[src/rtl/regfile_pkg.sv]
// regfile_pkg: shared types and helpers for the multi-port register file.
package regfile_pkg;
  typedef enum logic {CLEAR, RUN} rf_state_e;
  localparam int RF_MAX_RD = 4;
  function automatic int rf_aw(int n);
    return $clog2(n);
  endfunction
endpackage

[src/rtl/regfile_rd_port.sv]
// regfile_rd_port: one read port, registered array read with optional second stage.
// Write-first collision handling is enabled by REGFILE_BYPASS_EN.
module regfile_rd_port import regfile_pkg::*; #(
  parameter int XLEN     = 32,
  parameter int AW       = 5,
  parameter int RD_LAT   = 2,
  parameter int ZERO_REG = 1
) (
  input  logic            clk,
  input  logic            rst_n,
  input  logic            clear_i,
  input  logic [AW-1:0]   addr_i,
  input  logic [XLEN-1:0] mem_data_i,
  input  logic            wr_acc_i,
  input  logic [AW-1:0]   wr_addr_i,
  input  logic [XLEN-1:0] wr_data_i,
  output logic [XLEN-1:0] data_o
);
  logic            hit;
  logic [XLEN-1:0] s1_d, s1_q;
`ifdef REGFILE_BYPASS_EN
  assign hit = wr_acc_i && wr_addr_i == addr_i;
`else
  logic unused_wr;
  assign unused_wr = ^{wr_acc_i, wr_addr_i, wr_data_i};
  assign hit = 1'b0;
`endif
  assign s1_d = (clear_i || (ZERO_REG != 0 && addr_i == '0)) ? '0 : hit ? wr_data_i : mem_data_i;
  always_ff @(posedge clk or negedge rst_n)
    if (!rst_n) s1_q <= '0;
    else s1_q <= s1_d;
  if (RD_LAT == 2) begin : g_s2
    logic [XLEN-1:0] s2_q;
    always_ff @(posedge clk or negedge rst_n)
      if (!rst_n) s2_q <= '0;
      else s2_q <= clear_i ? '0 : s1_q;
    assign data_o = s2_q;
  end else begin : g_s1
    assign data_o = s1_q;
  end
endmodule

[src/rtl/regfile_mp.sv]
// regfile_mp: NRD-read / 1-write register file with a hardware clear sweep.
// Define REGFILE_BYPASS_EN for write-first same-edge collisions (read-first otherwise).
module regfile_mp import regfile_pkg::*; #(
  parameter int XLEN     = 32,
  parameter int NREGS    = 32,
  parameter int NRD      = 2,
  parameter int RD_LAT   = 2,
  parameter int ZERO_REG = 1
) (
  input  logic                        clk,
  input  logic                        rst_n,
  input  logic                        clr_req,
  output logic                        busy,
  input  logic [NRD*rf_aw(NREGS)-1:0] rd_addr,
  output logic [NRD*XLEN-1:0]         rd_data,
  input  logic                        wr_en,
  input  logic [rf_aw(NREGS)-1:0]     wr_addr,
  input  logic [XLEN-1:0]             wr_data
);
  localparam int AW = rf_aw(NREGS);
  if (RD_LAT != 1 && RD_LAT != 2) begin : g_bad_lat
    $error("regfile_mp: RD_LAT must be 1 or 2");
  end
  if (NRD < 1 || NRD > RF_MAX_RD) begin : g_bad_nrd
    $error("regfile_mp: NRD must be 1..4");
  end
  rf_state_e       state_q, state_d;
  logic [AW-1:0]   cnt_q, cnt_d;
  logic            busy_q, busy_d;
  logic [XLEN-1:0] mem_q [NREGS];
  logic            clear, wr_acc;
  assign clear  = state_q == CLEAR;
  assign wr_acc = wr_en && !clear && !(ZERO_REG != 0 && wr_addr == '0);
  assign busy   = busy_q;
  always_comb begin
    state_d = state_q;
    cnt_d   = cnt_q;
    busy_d  = busy_q;
    if (clear) begin
      cnt_d = cnt_q + AW'(1);
      if (cnt_q == AW'(NREGS - 1)) begin
        state_d = RUN;
        busy_d  = 1'b0;
      end
    end else if (clr_req) begin
      state_d = CLEAR;
      cnt_d   = '0;
      busy_d  = 1'b1;
    end
  end
  always_ff @(posedge clk or negedge rst_n)
    if (!rst_n) begin
      state_q <= CLEAR;
      cnt_q   <= '0;
      busy_q  <= 1'b1;
    end else begin
      state_q <= state_d;
      cnt_q   <= cnt_d;
      busy_q  <= busy_d;
    end
  // The array has no reset; the sweep zeroes it one entry per cycle.
  always_ff @(posedge clk)
    if (clear) mem_q[cnt_q] <= '0;
    else if (wr_acc) mem_q[wr_addr] <= wr_data;
  for (genvar i = 0; i < NRD; i++) begin : g_rd
    regfile_rd_port #(
      .XLEN(XLEN), .AW(AW), .RD_LAT(RD_LAT), .ZERO_REG(ZERO_REG)
    ) u_port (
      .clk       (clk),
      .rst_n     (rst_n),
      .clear_i   (clear),
      .addr_i    (rd_addr[i*AW +: AW]),
      .mem_data_i(mem_q[rd_addr[i*AW +: AW]]),
      .wr_acc_i  (wr_acc),
      .wr_addr_i (wr_addr),
      .wr_data_i (wr_data),
      .data_o    (rd_data[i*XLEN +: XLEN])
    );
  end
endmodule

[config.mk]
export PLATFORM = sky130hd
export DESIGN_NAME = regfile_mp
export DESIGN_NICKNAME = d
export VERILOG_FILES = /design/src/rtl/regfile_pkg.sv /design/src/rtl/regfile_rd_port.sv /design/src/rtl/regfile_mp.sv
export SDC_FILE = /design/constraint.sdc
export NUM_CORES = 1
export LEC_CHECK = 0
export CAP_MARGIN = 5
export CORE_MARGIN = 5
export CORE_UTILIZATION = 40
export DETAILED_ROUTE_END_ITERATION = 7
export HOLD_SLACK_MARGIN = 0.15
export PLACE_DENSITY = 0.64
export SLEW_MARGIN = 5
export SYNTH_ARGS = -nofsm -noshare
export SYNTH_HDL_FRONTEND = slang
export SYNTH_SLANG_ARGS = --single-unit
export TNS_END_PERCENT = 10
[constraint.sdc]
create_clock -name clk -period 5.1 [get_ports clk]
set_input_delay 0.51 -clock clk [delete_from_list [all_inputs] [get_ports clk]]
set_output_delay 0.51 -clock clk [all_outputs]
set_load 0.02 [all_outputs]
# ---- Word level (Yosys, flattened, before mapping)
# Memories as Yosys holds them, arrays and structs flattened.
# Index checks and enable logic that the tools add are counted.
dict set report word_totals {
  register_bits 135
  mem_bits_rw 1024
  inputBits 51
  output_inout_bits 65
  n_memories 1
}
dict set report op_classes {
  n_addsub 1
  eq_ne 2
  muxes 19
  n_bitwise 1
  reduce_logical 11
}
# name words word_bits rd rd_clocked_by_memory_dff wr line
set memory_table {}
lappend memory_table {mem_q 32 32 2 0 1 regfile_mp.sv:30} ;# logic [XLEN-1:0] mem_q [NREGS];
# op count
set op_table {}
lappend op_table {{2-to-1 mux 32 bit} 5}
lappend op_table {{OR reduction 32 bit} 1}
lappend op_table {{logical NOT 5 bit} 3}
lappend op_table {{2-to-1 mux 5 bit} 3}
lappend op_table {{2-to-1 mux 1 bit} 11}
lappend op_table {{adder 5 x 1 -> 5 bit (second input constant)} 1}
lappend op_table {{equality test 5 bit (second input constant)} 1}
lappend op_table {{logical AND 1 bit} 2}
lappend op_table {{logical OR 1 bit} 2}
lappend op_table {{inequality test 2 bit (second input constant)} 1}
lappend op_table {{AND reduction 2 bit} 1}
lappend op_table {{nonzero test 2 bit} 1}
lappend op_table {{logical NOT 1 bit} 1}
lappend op_table {{inverter 1 bit} 1}

# ---- Longest topological paths before layout
# Gate-level depths: netlist of the first run.
dict set report logic_depth {
  depth_word 8
  mapped_depth 8
  ltp_nobuf 6
}

# ---- Cells and area by module
# From an unflattened synthesis of the first run, not the netlist that was laid out.
dict set report unflattened {
  cells_unflattened 3831
  area_unflattened_um2 53613.9
}
# mod n_inst cells_each area_per_inst_um2 seq_area_each_um2
set by_module_without_submodules {}
lappend by_module_without_submodules {regfile_mp 1 3481 49079.6 30925.9}
lappend by_module_without_submodules {regfile_rd_port 2 175 2267.2 1601.5}

# ---- Least setup slack after synthesis of the first run
# Ideal clock, no wire load.
dict set report synth_path {
  path_kind {input to register}
  from {input port wr_addr[4]}
  to {memory mem_q[9][0], enable pin}
  arrival_time_ns 3.895
  required_ns 4.632
  setup_slack_ns 0.737
  stages 5
  path_cell_list {clkbuf_1 > nor3_1 > a21oi_1 > o32a_1 > nor3b_1}
}
dict set report synth_via {
  elab_chain_len 8
}
# element line
set synth_rtl {}
lappend synth_rtl {{start: declaration} regfile_mp.sv:17} ;# input logic [rf_aw(NREGS)-1:0] wr_addr,
lappend synth_rtl {{logical NOT 5 bit} regfile_mp.sv:33} ;# assign wr_acc = wr_en && !clear && !(ZERO_REG != 0 && wr_addr == '0);
lappend synth_rtl {{logical NOT 1 bit} regfile_mp.sv:33}
lappend synth_rtl {{logical AND 1 bit} regfile_mp.sv:33}
lappend synth_rtl {{2-to-1 mux 1 bit} regfile_mp.sv:64} ;# else if (wr_acc) mem_q[wr_addr] <= wr_data;
lappend synth_rtl {{2-to-1 mux 1 bit} regfile_mp.sv:63} ;# if (clear) mem_q[cnt_q] <= '0;
lappend synth_rtl {{2-to-1 mux 1 bit (implied by the code)} regfile_mp.sv:64}
lappend synth_rtl {{OR reduction 32 bit (no line)} n/a}
lappend synth_rtl {{2-to-1 mux 5 bit (no line) / 2-to-1 mux 1 bit (equally long branches)} n/a}
lappend synth_rtl {{end: declaration} regfile_mp.sv:30}
# Parallel ways exist; a longest one is shown, timed or not.

# ---- Final worst setup path of the first run
dict set report layout_path {
  from {register state_q}
  to {memory mem_q[1][8], enable pin}
}
dict set report layout_via {
  elab_chain_len 7
}
# element line
set layout_rtl {}
lappend layout_rtl {{start: declaration} regfile_mp.sv:27} ;# rf_state_e state_q, state_d;
lappend layout_rtl {{start signal: assignment} regfile_mp.sv:57} ;# state_q <= state_d;
lappend layout_rtl {{logical AND 1 bit (2 in series)} regfile_mp.sv:33}
lappend layout_rtl {{2-to-1 mux 1 bit} regfile_mp.sv:64}
lappend layout_rtl {{2-to-1 mux 1 bit} regfile_mp.sv:63}
lappend layout_rtl {{2-to-1 mux 1 bit (implied by the code)} regfile_mp.sv:64}
lappend layout_rtl {{OR reduction 32 bit (no line)} n/a}
lappend layout_rtl {{2-to-1 mux 5 bit (no line) / 2-to-1 mux 1 bit (equally long branches)} n/a}
# Parallel ways exist; a longest one is shown, timed or not.

==> metrics.md, run 1 <==
| Metric | Value |
|---|---|
| Outcome | finished, final reports clean |
| Worst slew pin tran | 1210 ps |
| LEAKAGE | 0.0211 µW |
| Finished Layout Cells | 5044 |
| Main flop type after synthesis | edfxtp_1 |
| VDD IR-drop max | 0.316 mV |
| Worst r2r src | state_q |
| Global-route wire length before repair | 223000 µm |
| GPL Wtd Cong | 0.859 |
| Setup crit end kind | flip-flop |
| Fmax | 291 MHz |
| Clock Skews | 30.0 ps |
| Worst Path Class, Setup | flip-flop to flip-flop |
| PD cells | 410 mW/mm² |
| Post-synthesis sequential area ratio | 65.7% |
| 1st-iter DRT viols | 3341 |
| Final Hold Vio Count | 0 |
| Area growth syn-to-layout | 14.6% |
| Yosys top cell by area | edfxtp_1 |
| # rows | 132 |
| Worst EP arrival | 3830 ps |
| Crit-path slowest cell | nor2_4 |
| # port buffers | 115 |
| Final nets | 3246 |
| Endpoints failing setup | 0 |
| Post-Route WL | 156000 µm |
| Largest net degree at the start of global routing | 106 |
| Final Cycle Share | 67.3% |
| Startpoint types | flip-flop |
| Core area | 0.129 mm² |
| CTS HTree Levels | 3 |
| Fin crit period | 3430 ps |
| Area contributors post-synth | edfxtp_1 59%, mux4_2 11%, mux2i_1 10% |
| Initial Util | 40.2% |
| Postcts setup bufs | 0 |
| Share of the synthesized area in the top cell type | 59.2% |
| Crit-path cells | nand2_1 > a21o_1 > a221o_1 > nor2_4 > buf_12 |
| Fin Hold WS | 349 ps |
| Num CTS Buffers | 119 |
| Seq cells post-synth | 1159 |
| Slew Viols, Final | 0 |
| Netlist cell types | 50 |
| First-pass DRT Iterations | 5 |
| Filler cells | 10900 |
| Crit Path Max Fanout | 41 |
| Initial antenna violation count | 5 |
| DIE AREA | 0.137 mm² |
| CTS Buffer Depth | 3 |
| Hold Crit Class | input port to asynchronous set/reset pin |
| Remaining Overflow, GRT | 0 |
| Gr usage total | 22.5% |
| Setup crit start | state_q |
| Mapped Cells | 3090 |
| Detail Route Antenna Nets | 0 |
| Synth Net Count | 3143 |
| Wirelength per Cell | 31.0 µm |
| Avg Vias per Cell | 6.17 |
| DRC violations left | 0 |
| Post-synth top cells | 1024 x edfxtp_1, 521 x mux2i_1, 251 x mux4_2 |
| CTS tree | yes |
| Top-count cell post-synth | edfxtp_1 |
| RSZ-0062 raised after global routing | false |
| Maxcap violations | 0 |
| Die Wd | 370 µm |
| Post-place setup slack | 1320 ps |
| Clock Latency Late Sink | 720 ps |
| Share of cells above drive strength 1 | 19.1% |
| CTS Root Cell | clkbuf_16 |
| Vias | 31100 |
| Vias in the first global route | 31500 |
| Avg Inst Size Synth | 16.8 µm² |
| Worst-path clk slew | 60 ps |
| YS warnings | 0 |
| Post-route setup TNS | 0 ps |
| I/O pins | 116 |
| Die H | 370 µm |
| Number of synthesized flops with an enable pin | 1024 |
| Setup WS post-layout | 1670 ps |
| DP HPWL | 95400 µm |
| CTS Sinks | 1159 |
| Synth Cell Area | 0.0519 mm² |
| Async S/R FF share, synth | 11.6% |
| Cells after DPL | 4813 |
| Slowest stage delay, CP | 830 ps |
| CP required | 5500 ps |
| Relative slew slack | 19.0% |
| Final total power | 24400 µW |
-- layer usage --
metal	track usage, %	vias up	part of all wire [%]
li1	-	12800	-
met1	30.7	16300	40
met2	35.5	1693	46
met3	4.07	292	9.3
met4	9.80	0	4.5
met5	0	-	0
-- cell families (layout without fill, tap and decap cells) --
kind of cell / after synthesis / in the layout / synth area share, %
other cells: 0 / 4 / 0
buf+inv: 246 / 454 / 2.45
simple gates: 496 / 496 / 5.11
compound gates: 411 / 411 / 5.66
flops: 1159 / 1159 / 65.7
xor+xnor: 2 / 2 / 0.0337
mux: 774 / 774 / 21.0
fa+ha+maj: 2 / 2 / 0.0482
-- final timing paths --
path / endpoint / slack (ps) / cells past startpoint
max reg2reg: mem_q[1][8] / 1670 / 5
max: mem_q[1][8] / 1670 / 5
min: g_rd[1].u_port.data_o[25] / 350 / 2
max in group asynchronous: g_rd[0].u_port.s1_q[4] / 3650 / 3
min in group clk: g_rd[1].u_port.data_o[20] / 450 / 1
min reg2reg: g_rd[1].u_port.data_o[20] / 450 / 1
-- metrics by stage --
stage | utilization, % | instance area [µm²]
final | 46.0 | 59500
after global routing | 46.0 | 59500
after CTS | 46.0 | 59500
after detailed placement | 42.8 | 55400
after global placement | 42.8 | 55400
after floorplan | - | 51900
-- timing repair --
action / in CTS / in global routing
hold endpoints to repair: 44 / 0
endpoints found under the setup margin: 0 / 0
resized for setup: 0 / 0
hold buffers: 1 / 0
-- where the power goes --
part / internal, µW / switching (µW)
Combinational: 1120 / 2270
Sequential: 11500 / 460
Clock: 5340 / 3730
Total: 18000 / 6460
-- flip-flops by register name, summed over array words and instances, names as in the netlist --
signal / cells
busy: 1
cnt_q: 5
g_rd.u_port.data_o: 64
g_rd.u_port.s1_q: 64
mem_q: 1024
state_q: 1
-- layout by cell type (no fill, tap or decap), types with 66 or more instances in the layout --
master,n
mux2i_1,521
clkdlybuf4s50_1,108
buf_4,98
dfrtp_1,133
nand2_1,76
mux4_2,251
nand4_1,66
a22oi_1,249
edfxtp_1,1024
and2_1,100
clkbuf_16,121
nand3_1,141
-- worst max-delay path, delay by kind of cell, from the launching register on --
| kind | cells | cell delay [ps] |
|---|---|---|
| simple gates | 2 | 1140 |
| compound gates | 2 | 890 |
| flops | 1 | 750 |
| buf+inv | 1 | 280 |
-- cell type report --
cell class,instances,area (µm²),share of cell area (%)
flip-flops and latches,1159,34100,57.4
multi-input cells,1685,16900,28.5
clock buffers,163,3370,5.66
well taps,1742,2180,3.66
repair buffers,223,2110,3.54
clock inverters,63,757,1.27
inverters,5,18.8,0.0315
diodes,4,10.0,0.0168
Note: power is estimated with default switching activity, not from simulation.
==> run 2: changes to the inputs <==
PLACE_DENSITY = 0.67   (was 0.64)
clock period = 2.9 ns   (was 5.1 ns; I/O delays follow)
==> metrics.md, run 2 (synthesis gave the netlist of run 1 again) <==
| Metric | Value |
|---|---|
| Maxcap violations | 0 (unchanged) |
| # rows | 132 (unchanged) |
| First-pass DRT Iterations | 6 (was 5) |
| Reg2Reg Capture Point | mem_q[4][4] (was mem_q[1][8]) |
| Placement Cell Area | 0.0572 mm² (was 0.0554 mm²) |
| Setup crit end kind | flip-flop (unchanged) |
| Avg Vias per Cell | 6.19 (was 6.17) |
| Slew Viols, Final | 0 (unchanged) |
| Worst-path clk slew | 60 ps (about the same) |
| CTS tree | yes (unchanged) |
| Largest net degree at the start of global routing | 64 (was 106) |
| Post-Route WL | 162000 µm (was 156000 µm) |
| Share of cells above drive strength 1 | 21.8% (was 19.1%) |
| VDD IR-drop max | 0.490 mV (was 0.316 mV) |
| Filler cells | 10800 (was 10900) |
| Outcome | finished, final reports clean (unchanged) |
| DP HPWL | 103000 µm (was 95400 µm) |
| PD cells | 705 mW/mm² (was 410 mW/mm²) |
| Finished Cell Area | 0.0611 mm² (was 0.0595 mm²) |
| Initial Util | 40.2% (unchanged) |
| Detail Route Antenna Nets | 0 (unchanged) |
| Int Power | 31600 µW (was 18000 µW) |
| Setup crit start | state_q (unchanged) |
| Fin Hold WS | 192 ps (was 349 ps) |
| Max FFs per register | 1024 (unchanged) |
| Final nets | 3380 (was 3246) |
| Most frequent cells in the layout | 1024 x edfxtp_1, 521 x mux2i_1, 251 x mux4_2 (unchanged) |
| CTS HTree Levels | 3 (unchanged) |
| Gr usage total | 23.1% (was 22.5%) |
| Clk pwr share | 35.5% (was 37.2%) |
| Wirelength per Cell | 31.2 µm (was 31.0 µm) |
| Initial antenna violation count | 14 (was 5) |
| CP required | 3310 ps (was 5500 ps) |
| Sw power | 11500 µW (was 6460 µW) |
| Post-cts sizing count | 0 (unchanged) |
| Num CTS Buffers | 116 (was 119) |
| Multi-input gate area | 0.0170 mm² (was 0.0169 mm²) |
| Flop pwr share | 48.9% (was 49.0%) |
| Logic pwr share | 15.6% (was 13.9%) |
| Worst EP arrival | 3040 ps (was 3830 ps) |
| Fin crit period | 2630 ps (was 3430 ps) |
| Final Cycle Share | 90.9% (was 67.3%) |
| Worst Path Class, Setup | flip-flop to flip-flop (unchanged) |
| # port buffers | 115 (unchanged) |
| Most common cell after layout, fill and taps aside | edfxtp_1 (unchanged) |
| Largest Register | mem_q (unchanged) |
| Switching share of power | 26.7% (was 26.5%) |
| Final Hold Vio Count | 0 (unchanged) |
| 1st-iter DRT viols | 4179 (was 3341) |
| CTS Buffer Depth | 3 (unchanged) |
| Crit Path Max Fanout | 32 (was 41) |
| Slack of the worst reg-to-reg path | 270 ps (was 1670 ps) |
| Die Wd | 370 µm (unchanged) |
| CTS Sinks | 1159 (unchanged) |
| Endpoints failing setup | 0 (unchanged) |
| Die H | 370 µm (unchanged) |
| Core area | 0.129 mm² (unchanged) |
| Global-route wire length before repair | 228000 µm (was 223000 µm) |
| GPL Wtd Cong | 0.923 (was 0.859) |
| Remaining Overflow, GRT | 0 (unchanged) |
| I/O pins | 116 (unchanged) |
| Worst r2r src | state_q (unchanged) |
| Hold Crit Class | input port to asynchronous set/reset pin (unchanged) |
| Vias in the first global route | 31800 (was 31500) |
| DIE AREA | 0.137 mm² (unchanged) |
| Clock Latency Late Sink | 710 ps (was 720 ps) |
| Register area | 0.0341 mm² (unchanged) |
| Relative slew slack | 19.6% (was 19.0%) |
| CTS Root Cell | clkbuf_16 (unchanged) |
| DRC violations left | 0 (unchanged) |
| LEAKAGE | 0.0218 µW (was 0.0211 µW) |
| Fmax | 380 MHz (was 291 MHz) |
| Area growth syn-to-layout | 17.7% (was 14.6%) |
| Worst slew pin tran | 1210 ps (about the same) |
| Startpoint types | flip-flop (unchanged) |
| R2R depth | 6 (was 5) |
| Vias | 32100 (was 31100) |
| Clock Skews | 19.4 ps (was 30.0 ps) |
| RSZ-0062 raised after global routing | false (unchanged) |
==> run 2: worst max-delay path, cell delays in order, from the launching register on <==
cell	delay [ps]
dfrtp_4	600
and2_1	210
nor2_1	50
a211oi_1	920
buf_4	260
nor2_4	40
buf_12	200
==> run 2: power groups by stage <==
| stage | sequential [µW] | clock (µW) | combinational, µW |
|---|---|---|---|
| floorplan | 21100 | 0 | 3490 |
| global placement | 21300 | 0 | 6530 |
| detailed placement | 21400 | 0 | 6610 |
| CTS | 21000 | 15500 | 6630 |
| global route | 21200 | 16200 | 6960 |
| finish | 21100 | 15300 | 6710 |
==> run 2: final cells by class <==
cell class / instances / share of cell area, %
Tap cell: 1742 / 3.57
Multi-Input combinational cell: 1685 / 27.7
Clock inverter: 69 / 1.20
Clock buffer: 151 / 5.14
Inverter: 5 / 0.0307
Antenna cell: 9 / 0.0368
Sequential cell: 1159 / 55.8
Timing Repair Buffer: 360 / 6.46
==> run 2: through the flow <==
stage | power, µW | utilization (%) | worst slack, ps | std cells | setup TNS [ps]
after floorplan | 24600 | - | -951 | 3090 | -250600
after CTS | 43100 | 47.3 | 330 | 5171 | 0
final | 43100 | 47.3 | 265 | 5180 | 0
after global placement | 27800 | 44.3 | 86.3 | 4950 | 0
after global routing | 44400 | 47.3 | 107 | 5176 | 0
after detailed placement | 28000 | 44.3 | 124 | 4950 | 0
==> run 2: worst max path at each step <==
stage	to
floorplan	mem_q[3][0]
global placement	mem_q[4][8]
detailed placement	mem_q[4][4]
CTS	g_rd[0].u_port.s1_q[29]
global route	g_rd[0].u_port.s1_q[29]
finish	mem_q[4][4]
==> run 2: routing by layer <==
| layer | share of wire [%] | vias to the layer above | GRT usage (%) |
|---|---|---|---|
| li1 | - | 13100 | - |
| met4 | 3.9 | 8 | 8.58 |
| met5 | 0.028 | - | 0 |
| met2 | 47 | 2018 | 37.1 |
| met3 | 11 | 341 | 5.14 |
| met1 | 38 | 16600 | 31.1 |
==> run 2: timing repair <==
action | CTS | global route
setup buffers | 0 | 0
endpoints found under the hold margin | 111 | 0
hold buffers | 1 | 0
